File: config.mk
export PLATFORM = sky130hd
export DESIGN_NAME = display_share_arbiter
export DESIGN_NICKNAME = d
export VERILOG_FILES = /design/src/rtl/display_share_arbiter_pkg.sv /design/src/rtl/display_share_arbiter_rr_pick.sv /design/src/rtl/display_share_arbiter.sv
export SDC_FILE = /design/constraint.sdc
export NUM_CORES = 1
export LEC_CHECK = 0
export BUFFER_PORTS_ARGS = -buffer_cell sky130_fd_sc_hd__buf_2
export CAP_MARGIN = 0
export CORE_MARGIN = 1
export CORE_UTILIZATION = 48
export CTS_CLUSTER_SIZE = 10
export DETAILED_ROUTE_END_ITERATION = 6
export PLACE_DENSITY = 0.77
export SLEW_MARGIN = 20
export SYNTH_ARGS = -nofsm -noshare
export SYNTH_HDL_FRONTEND = slang
export SYNTH_SLANG_ARGS = --single-unit
File: constraint.sdc
create_clock -name clk -period 4.5 [get_ports clk]
set_clock_uncertainty 0.2 [all_clocks]
set_input_delay 0.225 -clock clk [delete_from_list [all_inputs] [get_ports clk]]
set_output_delay 0.225 -clock clk [all_outputs]
set_load 0.03 [all_outputs]
File: src/rtl/display_share_arbiter_pkg.sv
// Shared types and default timing constants for the display-sharing arbiter.
package display_share_arbiter_pkg;

  typedef enum logic [1:0] {
    ST_IDLE  = 2'd0,
    ST_OWN   = 2'd1,
    ST_BLANK = 2'd2
  } state_e;

  localparam int unsigned DEF_NREQ         = 3;
  localparam int unsigned DEF_W            = 16;
  localparam int unsigned DEF_HOLD_CYCLES  = 100_000_000;
  localparam int unsigned DEF_BLANK_CYCLES = 1_000_000;

endpackage

File: src/rtl/display_share_arbiter_rr_pick.sv
// Round-robin picker: first set request after i_ptr, wrapping modulo NREQ.
module display_share_arbiter_rr_pick
  import display_share_arbiter_pkg::*;
#(
  parameter int unsigned NREQ = DEF_NREQ
) (
  input  logic [NREQ-1:0]         i_req,
  input  logic [$clog2(NREQ)-1:0] i_ptr,
  output logic [$clog2(NREQ)-1:0] o_winner,
  output logic                    o_any_req
);

  localparam int unsigned PW = $clog2(NREQ);

  logic [PW-1:0] w_idx;

  // Scan farthest-first so the nearest set bit after i_ptr overwrites the result
  always_comb begin
    o_winner = '0;
    w_idx    = '0;
    for (int k = int'(NREQ); k >= 1; k--) begin
      w_idx = PW'((int'(i_ptr) + k) % int'(NREQ));
      if (i_req[w_idx]) o_winner = w_idx;
    end
  end

  assign o_any_req = |i_req;

endmodule

File: src/rtl/display_share_arbiter.sv
// Shares one 4-digit display between NREQ producers: round-robin ownership
// with a minimum hold time and a blanking gap between owners.
module display_share_arbiter
  import display_share_arbiter_pkg::*;
#(
  parameter int unsigned NREQ         = DEF_NREQ,
  parameter int unsigned W            = DEF_W,
  parameter int unsigned HOLD_CYCLES  = DEF_HOLD_CYCLES,
  parameter int unsigned BLANK_CYCLES = DEF_BLANK_CYCLES
) (
  input  logic            clk,
  input  logic            rst,
  input  logic [NREQ-1:0] req,
  input  logic [NREQ*W-1:0] data_in,
  output logic [NREQ-1:0] grant,
  output logic [W-1:0]    dataword,
  output logic            blank,
  output logic            new_owner
);

  localparam int unsigned PW = $clog2(NREQ);
  localparam int unsigned HW = $clog2(HOLD_CYCLES + 1);
  localparam int unsigned BW = $clog2(BLANK_CYCLES + 1);

  state_e          r_state;
  state_e          w_state_nxt;
  logic [PW-1:0]   r_ptr;
  logic [HW-1:0]   r_hold_cnt;
  logic [BW-1:0]   r_blank_cnt;

  logic [PW-1:0]   w_winner;
  logic            w_any_req;
  logic [W-1:0]    w_words [NREQ];
  logic [NREQ-1:0] w_owner_mask;
  logic            w_owner_req;
  logic            w_other_req;
  logic            w_hold_done;
  logic            w_blank_done;
  logic            w_take;

  logic [NREQ-1:0] w_grant_nxt;
  logic            w_blank_nxt;
  logic [W-1:0]    w_data_nxt;
  logic            w_new_owner_nxt;
  logic [HW-1:0]   w_hold_nxt;
  logic [BW-1:0]   w_blank_cnt_nxt;
  logic [PW-1:0]   w_ptr_nxt;

  // r_ptr always holds the current (or most recent) owner index
  display_share_arbiter_rr_pick #(.NREQ(NREQ)) u_pick (
    .i_req     (req),
    .i_ptr     (r_ptr),
    .o_winner  (w_winner),
    .o_any_req (w_any_req)
  );

  for (genvar g = 0; g < int'(NREQ); g++) begin : g_words
    assign w_words[g] = data_in[g*W +: W];
  end

  assign w_owner_mask = NREQ'(1) << r_ptr;
  assign w_owner_req  = req[r_ptr];
  assign w_other_req  = |(req & ~w_owner_mask);
  assign w_hold_done  = (r_hold_cnt == HW'(HOLD_CYCLES));
  assign w_blank_done = (r_blank_cnt == BW'(BLANK_CYCLES));
  assign w_take       = (w_state_nxt == ST_OWN) && (r_state != ST_OWN);

  // State register
  always_ff @(posedge clk) begin
    if (rst) r_state <= ST_IDLE;
    else     r_state <= w_state_nxt;
  end

  // Next-state: release or post-hold pre-emption leaves OWN through a single BLANK
  always_comb begin
    w_state_nxt = r_state;
    unique case (r_state)
      ST_IDLE:  if (w_any_req) w_state_nxt = ST_OWN;
      ST_OWN:   if (!w_owner_req || (w_hold_done && w_other_req)) w_state_nxt = ST_BLANK;
      ST_BLANK: if (w_blank_done) w_state_nxt = w_any_req ? ST_OWN : ST_IDLE;
      default:  w_state_nxt = ST_IDLE;
    endcase
  end

  // Output/counter next values, keyed on the transition being taken
  always_comb begin
    w_grant_nxt     = grant;
    w_blank_nxt     = blank;
    w_data_nxt      = dataword;
    w_new_owner_nxt = 1'b0;
    w_hold_nxt      = r_hold_cnt;
    w_blank_cnt_nxt = r_blank_cnt;
    w_ptr_nxt       = r_ptr;
    if (w_take) begin
      w_ptr_nxt       = w_winner;
      w_grant_nxt     = NREQ'(1) << w_winner;
      w_blank_nxt     = 1'b0;
      w_data_nxt      = w_words[w_winner];
      w_new_owner_nxt = 1'b1;
      w_hold_nxt      = '0;
      w_blank_cnt_nxt = '0;
    end else begin
      unique case (w_state_nxt)
        ST_OWN: begin
          w_grant_nxt = w_owner_mask;
          w_blank_nxt = 1'b0;
          w_data_nxt  = w_words[r_ptr];
          if (!w_hold_done) w_hold_nxt = r_hold_cnt + HW'(1);
        end
        ST_BLANK: begin
          w_grant_nxt     = '0;
          w_blank_nxt     = 1'b1;
          w_hold_nxt      = '0;
          w_blank_cnt_nxt = (r_state == ST_BLANK) ? r_blank_cnt + BW'(1) : BW'(1);
        end
        default: begin
          w_grant_nxt     = '0;
          w_blank_nxt     = 1'b1;
          w_blank_cnt_nxt = '0;
        end
      endcase
    end
  end

  // Registered outputs, counters and rotation pointer
  always_ff @(posedge clk) begin
    if (rst) begin
      grant       <= '0;
      dataword    <= '0;
      blank       <= 1'b1;
      new_owner   <= 1'b0;
      r_hold_cnt  <= '0;
      r_blank_cnt <= '0;
      r_ptr       <= PW'(NREQ - 1);
    end else begin
      grant       <= w_grant_nxt;
      dataword    <= w_data_nxt;
      blank       <= w_blank_nxt;
      new_owner   <= w_new_owner_nxt;
      r_hold_cnt  <= w_hold_nxt;
      r_blank_cnt <= w_blank_cnt_nxt;
      r_ptr       <= w_ptr_nxt;
    end
  end

endmodule
== Yosys cells after proc, flatten, opt, wreduce, memory -nomap -nowiden ==
Cells that the tools add are included.
Word-level totals
  register bits after elaboration: 72
  bits in latches: 0
  memory bits (writable): 0
  memory bits (read-only): 0
  input port bits: 53
  output and inout port bits: 21
  memories: 0
Operators by class
  add/subtract/negate cells: 5
  multiply operators: 0
  divide/modulo/power cells: 3
  order comparisons: 6
  eq/ne operators: 8
  shift operators: 2
  multiplexer cells: 33
  bitwise logic cells: 4
  reduce and logical (&&, ||, !) cells: 11
Operators with widths (count)
  32-bit by 3-bit remainder unit with 32-bit output, second input constant: 3
  16-bit 2-to-1 mux: 6
  16-bit binary-select mux with 2-bit select: 2
  27-bit case mux with 2 select lines: 1
  20-bit case mux with 2 select lines: 1
  27-bit by 1-bit adder with 27-bit output, second input constant: 1
  27-bit == test, second input constant: 1
  27-bit 2-to-1 mux: 1
  20-bit by 1-bit adder with 20-bit output, second input constant: 1
  20-bit == test, second input constant: 1
  20-bit 2-to-1 mux: 1
  2-bit by 3-bit less-than comparator with 1-bit output, second input constant: 4
  2-bit 2-to-1 mux: 6
  1-bit binary-select mux with 2-bit select: 4
  1-bit 2-to-1 mux: 8
  2-bit by 2-bit adder with 3-bit output, second input constant: 2
  3-bit greater-or-equal comparator, second input constant: 2
  3-bit 2-to-1 mux: 2
  2-bit inverter with 3-bit output: 2
  2-bit case mux with 3 select lines: 1
  3-bit OR reduction: 2
  1-bit by 2-bit << shifter with 3-bit output, first input constant: 2
  2-bit by 1-bit == test with 1-bit output, second input constant: 2
  2-bit == test, second input constant: 2
  12 further kinds: 14

== Logic depth before layout (Yosys ltp) ==
Gate-level depths: netlist of run 1.
  word-level depth: 12
  gate-level depth with buffers: 13

== Modules after synthesis ==
Synthesis of run 1 repeated with hierarchy kept, for this count alone.
Unflattened totals
  cell total of the unflattened synthesis: 504
  area, all modules: 4117.7 µm²
Modules (own cells, without submodules)
  display_share_arbiter: instances 1, cells an instance 484, area each 3967.6 µm², sequential area each 1441.4 µm²
  display_share_arbiter_rr_pick: instances 1, cells an instance 20, area each 150.1 µm², sequential area each 0.0 µm²

== Worst setup path before layout of run 1 ==
No wires, ideal clock.
  path kind: reg2reg
  from: register r_ptr[1]
  to: register dataword[10]
  arrival time: 2.971 ns
  required time: 4.170 ns
  setup slack: 1.198 ns
  cell stages (with the launch flop): 14
  period minus slack after synthesis: 3.302 ns
  cells stage by stage: dfxtp_1 > buf_2 > buf_1 > inv_1 > ha_1 > nor2b_1 > nor2b_1 > o21ai_0 > buf_1 > buf_2 > mux2i_1 > nor2_1 > a21oi_1 > o22ai_1
Between the ends
  cells in the longest elaborated chain, start to end: 12
RTL lines
  start: declaration: line display_share_arbiter.sv:27  | logic [PW-1:0] r_ptr;
  start signal: assignment: line display_share_arbiter.sv:134  | r_ptr <= PW'(NREQ - 1);
  start signal: assignment: line display_share_arbiter.sv:142  | r_ptr <= w_ptr_nxt;
  2-bit by 2-bit adder with 3-bit output: line display_share_arbiter_rr_pick.sv:22  | w_idx = PW'((int'(i_ptr) + k) % int'(NREQ));
  32-bit by 3-bit remainder unit with 32-bit output: line display_share_arbiter_rr_pick.sv:22
  1-bit binary-select mux with 2-bit select: line display_share_arbiter_rr_pick.sv:23  | if (i_req[w_idx]) o_winner = w_idx;
  1-bit 2-to-1 mux (not written as such): line display_share_arbiter_rr_pick.sv:23
  2-bit 2-to-1 mux (3 in a row): line display_share_arbiter_rr_pick.sv:23
  2-bit inverter with 3-bit output (not written as such): line display_share_arbiter.sv:98  | w_data_nxt = w_words[w_winner];
  16-bit binary-select mux with 2-bit select: line display_share_arbiter.sv:98
  16-bit 2-to-1 mux (not written as such) (2 in a row): line display_share_arbiter.sv:98
  16-bit 2-to-1 mux: line display_share_arbiter.sv:94  | if (w_take) begin
  end signal: assignment: line display_share_arbiter.sv:137  | dataword <= w_data_nxt;
  end: declaration: line display_share_arbiter.sv:16  | output logic [W-1:0] dataword,
Several ways; a longest one is shown, not always the timed one. The select of a mux whose other input is x is not followed.
A chain may end at the register's enable or synchronous reset.

== Worst setup path in the final report of run 1 ==
  from: register r_blank_cnt[2]
  to: register r_hold_cnt[0]
Between the ends
  cells in the longest elaborated chain, start to end: 6
RTL lines
  start: declaration: line display_share_arbiter.sv:29  | logic [BW-1:0] r_blank_cnt;
  start signal: assignment: line display_share_arbiter.sv:141  | r_blank_cnt <= w_blank_cnt_nxt;
  20-bit == test *: line display_share_arbiter.sv:65  | assign w_blank_done = (r_blank_cnt == BW'(BLANK_CYCLES));
  2-bit 2-to-1 mux *: line display_share_arbiter.sv:80  | ST_BLANK: if (w_blank_done) w_state_nxt = w_any_req ? ST_OWN : ST_IDLE;
  2-bit case mux with 3 select lines *: line display_share_arbiter.sv:77  | unique case (r_state)
  2-bit by 1-bit == test with 1-bit output / 2-bit == test (equally long branches): line display_share_arbiter.sv:66, display_share_arbiter.sv:103
  2-bit != test (no line), or another cell as far along
  2-bit AND reduction (no line) / 2-bit OR reduction (equally long branches)
  end signal: assignment: line display_share_arbiter.sv:140  | r_hold_cnt <= w_hold_nxt;
  end: declaration: line display_share_arbiter.sv:28  | logic [HW-1:0] r_hold_cnt;
Mark *: on every way between the ends. The rest lies on a longest branch, timed or not.

==> metrics.md, run 1 <==
| Metric | Value |
|---|---|
| Status | `complete, no violations` |
| Top delay family on crit path | `simple AND/OR/NAND/NOR gates` |
| Critical-path cell list | `or4_1, or3_4, o21ai_4, nand2_1, nand2b_1, buf_4, or2_1, nor2_1` |
| Setup Crit Path Kind | `reg -> reg` |
| Synth top area share | `0.339` |
| Share of cells above drive strength 1 | `0.183` |
| Post-Syn Nets | `598` |
| GRT Resource Usage Total | `0.246` |
| Crit path buf inv count | `1` |
| Fin crit period | `3260 ps` |
| Logic pwr share | `0.301` |
| Cell area after synthesis | `0.00426 mm^2` |
| HP Start | `data_in[26]` |
| Clock Root Buffer | `clkbuf_8` |
| Max incr delay on CP | `710 ps` |
| WL final | `10800 um` |
| Global-route wire length before repair | `17900 um` |
| Critical path required time | `4490 ps` |
| Area delta synth->final | `18.1%` |
| Final hold viol count | `0` |
| Reg2reg start | `r_blank_cnt[2]$_SDFFE_PP0P_` |
| Total core area | `0.00838 mm^2` |
| Chip height | `96.2 um` |
| Drt initial violations | `249` |
| Vias per Instance | `5.84` |
| Row count | `33` |
| Hold Crit Depth | `3` |
| Largest net degree at the start of global routing | `28` |
| CTS-repair resized insts | `0` |
| Synth Register Bits | `72` |
| Leakage | `2.00 nW` |
| EDFF count, synth | `0` |
| Switching share of power | `0.346` |
| Fin crit share | `0.725` |
| Synth area leaders | `dfxtp_1 34%, mux2i_1 7.8%, nor2_1 6.9%` |
| Library cells used by synthesis | `60` |
| DP Cell Count | `693` |
| Ys Warns | `0` |
| Power Total | `0.00182 W` |
| Post-route antenna net violation count | `0` |
| Die width | `96.2 um` |
| VDD IR-drop max | `224 uV` |
| Clock Power Share | `0.305` |
| Htree depth | `3` |
| Worst Max-Slew Pin Slew | `864 ps` |
| Asr flop ratio synth | `0` |
| Commonest cells after routing, fill and taps aside | `78 x nor2_1, 73 x buf_2, 72 x dfxtp_1` |
| Pins over their slew limit | `0` |
| CP Capture Type | `flop` |
| Ports | `74` |
| Layout Nets | `675` |
| DR WL/cell | `15.0 um` |
| Leading cell type in the layout, fill and taps excluded | `nor2_1` |
| Final WS setup | `1240 ps` |
| FF-to-FF path depth | `8` |
| Leading register cell type out of synthesis | `dfxtp_1` |
| Max-Cap Viols | `0` |
| Crit path from | `r_blank_cnt[2]$_SDFFE_PP0P_` |
| Total CTS buffers | `9` |
| Cts hold-fix bufs | `14` |
| CTS tree | `built` |
| Max_slew headroom | `0.424` |
| DP Wirelength | `7240 um` |
| Via Count | `4219` |
| Port bufs | `73` |
| Diode count | `0` |
| Setup violators final | `0` |
| Final instance area | `0.00503 mm^2` |
| Setup tns final | `0 ps` |
| Internal Pwr Total | `0.00119 W` |
| Vias in the first global route | `4053` |
| Grt ovf | `0` |
| Synth Area per Inst | `7.94 um^2` |
| Clock Sinks | `72` |
| Longest Clk Path Bufs | `2` |
| Worst r2r dst | `r_hold_cnt[0]$_SDFFE_PP0P_` |
| CP arrival | `3260 ps` |
| Clock latency on the worst-skew pair | `340 ps` |
| Unrepaired setup endpoints after global routing | `no` |
| Effective utilization at floorplan | `0.508` |
| PwrDens | `361 mW/mm^2` |
| DRC violations left | `0` |
| Clock transition at the registers of the reported paths | `70 ps` |
| Initial DRT Pass Iterations | `5` |
| Slowest cell on crit path | `or2_1` |
| Worst setup SP type | `flop` |
| Max Freq | `307 MHz` |
| CP Max Fanout | `27` |
| Post-CTS setup buffer count | `0` |
| Sequential share of the synthesized area | `0.339` |
| Die ar. | `0.00925 mm^2` |
| NetSw | `0.000629 W` |
| Initial antenna violation count | `0` |
| Cells after Synth | `536` |
| GP Congestion | `0.878` |
| Hold Path Class | `in -> reg` |
| Finished Layout Cells | `722` |
| Pre-CTS WS | `1230 ps` |
| Worst R2R Setup Slack | `1240 ps` |
| Reg power frac | `0.394` |
| Hold Path End | `dataword[10]$_SDFFE_PP0P_` |
| Area after DPL | `0.00468 mm^2` |
| Largest area contributor in the netlist | `dfxtp_1` |
-- layer usage --
layer	GRT usage	wire (um)
met1	0.295	4680
met2	0.419	5190
met3	0.0529	706
met4	0.113	248
met5	0	0
-- flip-flops by register name (all words and copies together) (netlist names) --
signal	cells
r_hold_cnt	27
r_blank_cnt	20
dataword	16
grant	3
r_ptr	2
r_state	2
blank	1
new_owner	1
-- synth_stat cells (all sizes together), types with 7 or more instances --
cell,n
nor2,78
dfxtp,72
o21ai,44
nand2,39
a21oi,36
mux2i,33
a22oi,19
xor2,19
buf,17
clkbuf,15
inv,15
nand3,15
o22ai,15
nor3,13
ha,9
nor4,8
nand4,7
nor2b,7
-- logic make-up (layout without fill, tap and decap cells) --
logic type | count (synthesis) | count (layout) | share of synthesized area
adder cells (fa/ha/maj) | 9 | 9 | 0.0264
XOR/XNOR | 24 | 24 | 0.0494
AND/OR/NAND/NOR | 200 | 200 | 0.230
flip-flops | 72 | 72 | 0.339
buffers and inverters | 47 | 128 | 0.0517
multiplexers | 34 | 34 | 0.0802
AO/OA/AOI/OAI | 150 | 150 | 0.224
-- how the worst max path moves through the flow --
stage	cells past startpoint	to
2_1_floorplan	13	dataword[10]$_SDFFE_PP0P_
3_3_place_gp	8	r_hold_cnt[5]$_SDFFE_PP0P_
3_5_place_dp	8	r_hold_cnt[20]$_SDFFE_PP0P_
4_1_cts	8	r_hold_cnt[0]$_SDFFE_PP0P_
5_1_grt	8	r_hold_cnt[24]$_SDFFE_PP0P_
6_report	8	r_hold_cnt[0]$_SDFFE_PP0P_
-- worst register-to-register path, stage by stage, from the launching register on --
cell and delay (ps):
dfxtp_1 350, or4_1 530, or3_4 440, o21ai_4 210, nand2_1 190, nand2b_1 110
buf_4 250, or2_1 710, nor2_1 120
-- power by group through the flow --
stage	combinational [W]	clock [W]	sequential (W)
after floorplan	0.000328	0	0.000792
after global placement	0.000518	0	0.000728
after detailed placement	0.000533	0	0.000729
after CTS	0.000543	0.000562	0.000715
after global routing	0.000595	0.000583	0.000720
final	0.000547	0.000553	0.000715
-- through the flow --
step,hold slack [ps],utilization
final,20.3,0.600
after detailed placement,270,0.558
after global placement,261,0.558
after global routing,26.0,0.600
after CTS,5.39,0.600
after floorplan,96.6,-
-- final cells by class --
type / instances / area [um^2]
Multi-Input combinational cell: 417 / 2600
Clock buffer: 9 / 124
Inverter: 15 / 56.3
Clock inverter: 6 / 85.1
Tap cell: 105 / 131
Timing Repair Buffer: 98 / 588
Fill cell: 728 / 3350
Sequential cell: 72 / 1440
Power figures use the tool's default switching activity.
==> run 2, diff against run 1 <==
--- a/config.mk
+++ b/config.mk
@@ -11,7 +11,7 @@
 export CORE_UTILIZATION = 48
 export CTS_CLUSTER_SIZE = 10
 export DETAILED_ROUTE_END_ITERATION = 6
-export PLACE_DENSITY = 0.77
+export PLACE_DENSITY = 0.8
 export SLEW_MARGIN = 20
 export SYNTH_ARGS = -nofsm -noshare
 export SYNTH_HDL_FRONTEND = slang
==> constraint.sdc (replaced) <==
create_clock -name clk -period 2.8 [get_ports clk]
set_clock_uncertainty 0.2 [all_clocks]
set_input_delay 0.14 -clock clk [delete_from_list [all_inputs] [get_ports clk]]
set_output_delay 0.14 -clock clk [all_outputs]
set_load 0.03 [all_outputs]
==> metrics.md, run 2 (synthesis gave the netlist of run 1 again) <==
| Metric | Value |
|---|---|
| Total CTS buffers | `9 (unchanged)` |
| Initial antenna violation count | `0 (unchanged)` |
| Leading cell type in the layout, fill and taps excluded | `nor2_1` |
| Worst Max-Slew Pin Slew | `743 ps (-121 ps)` |
| DP Cell Count | `701 (+1.2%)` |
| Max-Cap Viols | `0 (unchanged)` |
| WL final | `11600 um (+7.5%)` |
| Finished Layout Cells | `734 (+1.7%)` |
| Unrepaired setup endpoints after global routing | `no` |
| Max Freq | `374 MHz (+22%)` |
| Critical path required time | `2840 ps (-1650 ps)` |
| CP Capture Type | `flop` |
| Chip height | `96.2 um (unchanged)` |
| Die width | `96.2 um (unchanged)` |
| Global-route wire length before repair | `19700 um (+9.8%)` |
| Via Count | `4435 (+5.1%)` |
| GP Congestion | `0.899 (+2.4%)` |
| Vias in the first global route | `4319 (+6.6%)` |
| DRC violations left | `0 (unchanged)` |
| Setup tns final | `0 ps (unchanged)` |
| Clock transition at the registers of the reported paths | `80 ps (about the same)` |
| Largest registers | `r_hold_cnt (27), r_blank_cnt (20), dataword (16)` |
| Clock latency on the worst-skew pair | `350 ps (about the same)` |
| Area delta synth->final | `22.8%` |
| Row count | `33 (unchanged)` |
| Pre-CTS WS | `109 ps (-1120 ps)` |
| Crit path from | `r_blank_cnt[2]$_SDFFE_PP0P_` |
| Setup Crit Path Kind | `reg -> reg` |
| Htree depth | `3 (unchanged)` |
| Fin crit share | `0.954 (+0.229)` |
| Final WS setup | `128 ps (-1110 ps)` |
| Initial DRT Pass Iterations | `5 (unchanged)` |
| Longest Clk Path Bufs | `2 (unchanged)` |
| CTS tree | `built` |
| Final instance area | `0.00523 mm^2 (+4.0%)` |
| DR WL/cell | `15.9 um (+5.7%)` |
| CP arrival | `2710 ps (-550 ps)` |
| Fin crit period | `2670 ps (-591 ps)` |
| Drt initial violations | `325 (+31%)` |
| Vias per Instance | `6.04 (+3.4%)` |
| Max_slew headroom | `0.503 (+0.0789)` |
| Hold Path Class | `in -> reg` |
| Effective utilization at floorplan | `0.508 (unchanged)` |
| Clock Root Buffer | `clkbuf_8` |
| Commonest cells after routing, fill and taps aside | `78 x nor2_1, 73 x buf_2, 72 x dfxtp_1` |
| PwrDens | `609 mW/mm^2 (+69%)` |
| Largest net degree at the start of global routing | `28 (unchanged)` |
| Setup violators final | `0 (unchanged)` |
| Grt ovf | `0 (unchanged)` |
| Status | `complete, no violations` |
| CP Max Fanout | `8 (-70%)` |
| Die ar. | `0.00925 mm^2 (unchanged)` |
| Layout Nets | `687 (+1.8%)` |
| VDD IR-drop max | `381 uV (+70%)` |
| Clock Sinks | `72 (unchanged)` |
| Post-route antenna net violation count | `0 (unchanged)` |
| Pins over their slew limit | `0 (unchanged)` |
| Core Util, Final | `0.624 (+0.0239)` |
| Final hold viol count | `0 (unchanged)` |
| Reg2reg start | `r_blank_cnt[2]$_SDFFE_PP0P_` |
| Biggest register | `r_hold_cnt` |
| Area after DPL | `0.00478 mm^2 (+2.1%)` |
| Largest register FFs | `27 (unchanged)` |
| HP Start | `data_in[32]` |
| DP Wirelength | `7760 um (+7.2%)` |
| Filler cells | `694 (-4.7%)` |
| Port bufs | `73 (unchanged)` |
| Leakage | `2.10 nW (+4.8%)` |
| Worst setup SP type | `flop` |
| GRT Resource Usage Total | `0.271 (+0.0245)` |
| Total core area | `0.00838 mm^2 (unchanged)` |
| Ports | `74 (unchanged)` |
| Share of cells above drive strength 1 | `0.199 (+0.0156)` |
| Diode count | `0 (unchanged)` |
run 2: worst paths after layout:
| path | end | slack, ps | depth (start not counted) |
|---|---|---|---|
| worst max-delay path | r_hold_cnt[24]$_SDFFE_PP0P_ | 130 | 8 |
| worst min-delay path | dataword[0]$_SDFFE_PP0P_ | 7 | 5 |
| worst max register to register | r_hold_cnt[24]$_SDFFE_PP0P_ | 130 | 8 |
| worst min register to register | r_blank_cnt[19]$_SDFFE_PP0P_ | 290 | 1 |
run 2: layer usage:
metal | routed length [um] | vias up | GRT usage | part of all wire
met5 | 0 | - | 0 | 0
met4 | 321 | 0 | 0.108 | 0.028
met3 | 758 | 35 | 0.0735 | 0.065
met2 | 5870 | 207 | 0.488 | 0.50
met1 | 4680 | 2071 | 0.299 | 0.40
li1 | - | 2122 | - | -
run 2: power breakdown:
part	leakage (nW)	internal [W]	switching [W]
clock	0.125	0.000675	0.000396
combinational	1.39	0.000370	0.000602
sequential	0.585	0.00110	0.0000468
total	2.10	0.00214	0.00104
run 2: metrics by stage:
stage,hold slack (ps),power (W)
final,6.89,0.00319
after global placement,221,0.00205
after global routing,32.2,0.00333
after detailed placement,235,0.00208
after CTS,0.683,0.00316
after floorplan,11.6,0.00180
run 2: critical path: stages (launching register included):
cell and delay, ps:
dfxtp_1 360, or4_1 540, or3_4 450, o21ai_4 230, o2bb2ai_2 120, buf_4 180
o2111ai_1 240, xor2_1 190, nor2_1 50
run 2: cell type report:
| class | count | area (um^2) | area share |
|---|---|---|---|
| tap | 105 | 131 | 0.0251 |
| inverter | 15 | 56.3 | 0.0108 |
| sequential | 72 | 1440 | 0.276 |
| clock buffer | 9 | 124 | 0.0237 |
| multi-input combinational | 417 | 2620 | 0.501 |
| timing repair buffer | 110 | 723 | 0.138 |
| clock inverter | 6 | 133 | 0.0254 |
run 2: repair_timing:
| item | 4_1_cts | 5_1_grt |
|---|---|---|
| hold endpoints to repair | 16 | 0 |
| hold buffers | 17 | 0 |
| endpoints found under the setup margin | 0 | 12 |
| gates resized for setup | 0 | 4 |
| setup buffers | 0 | 1 |
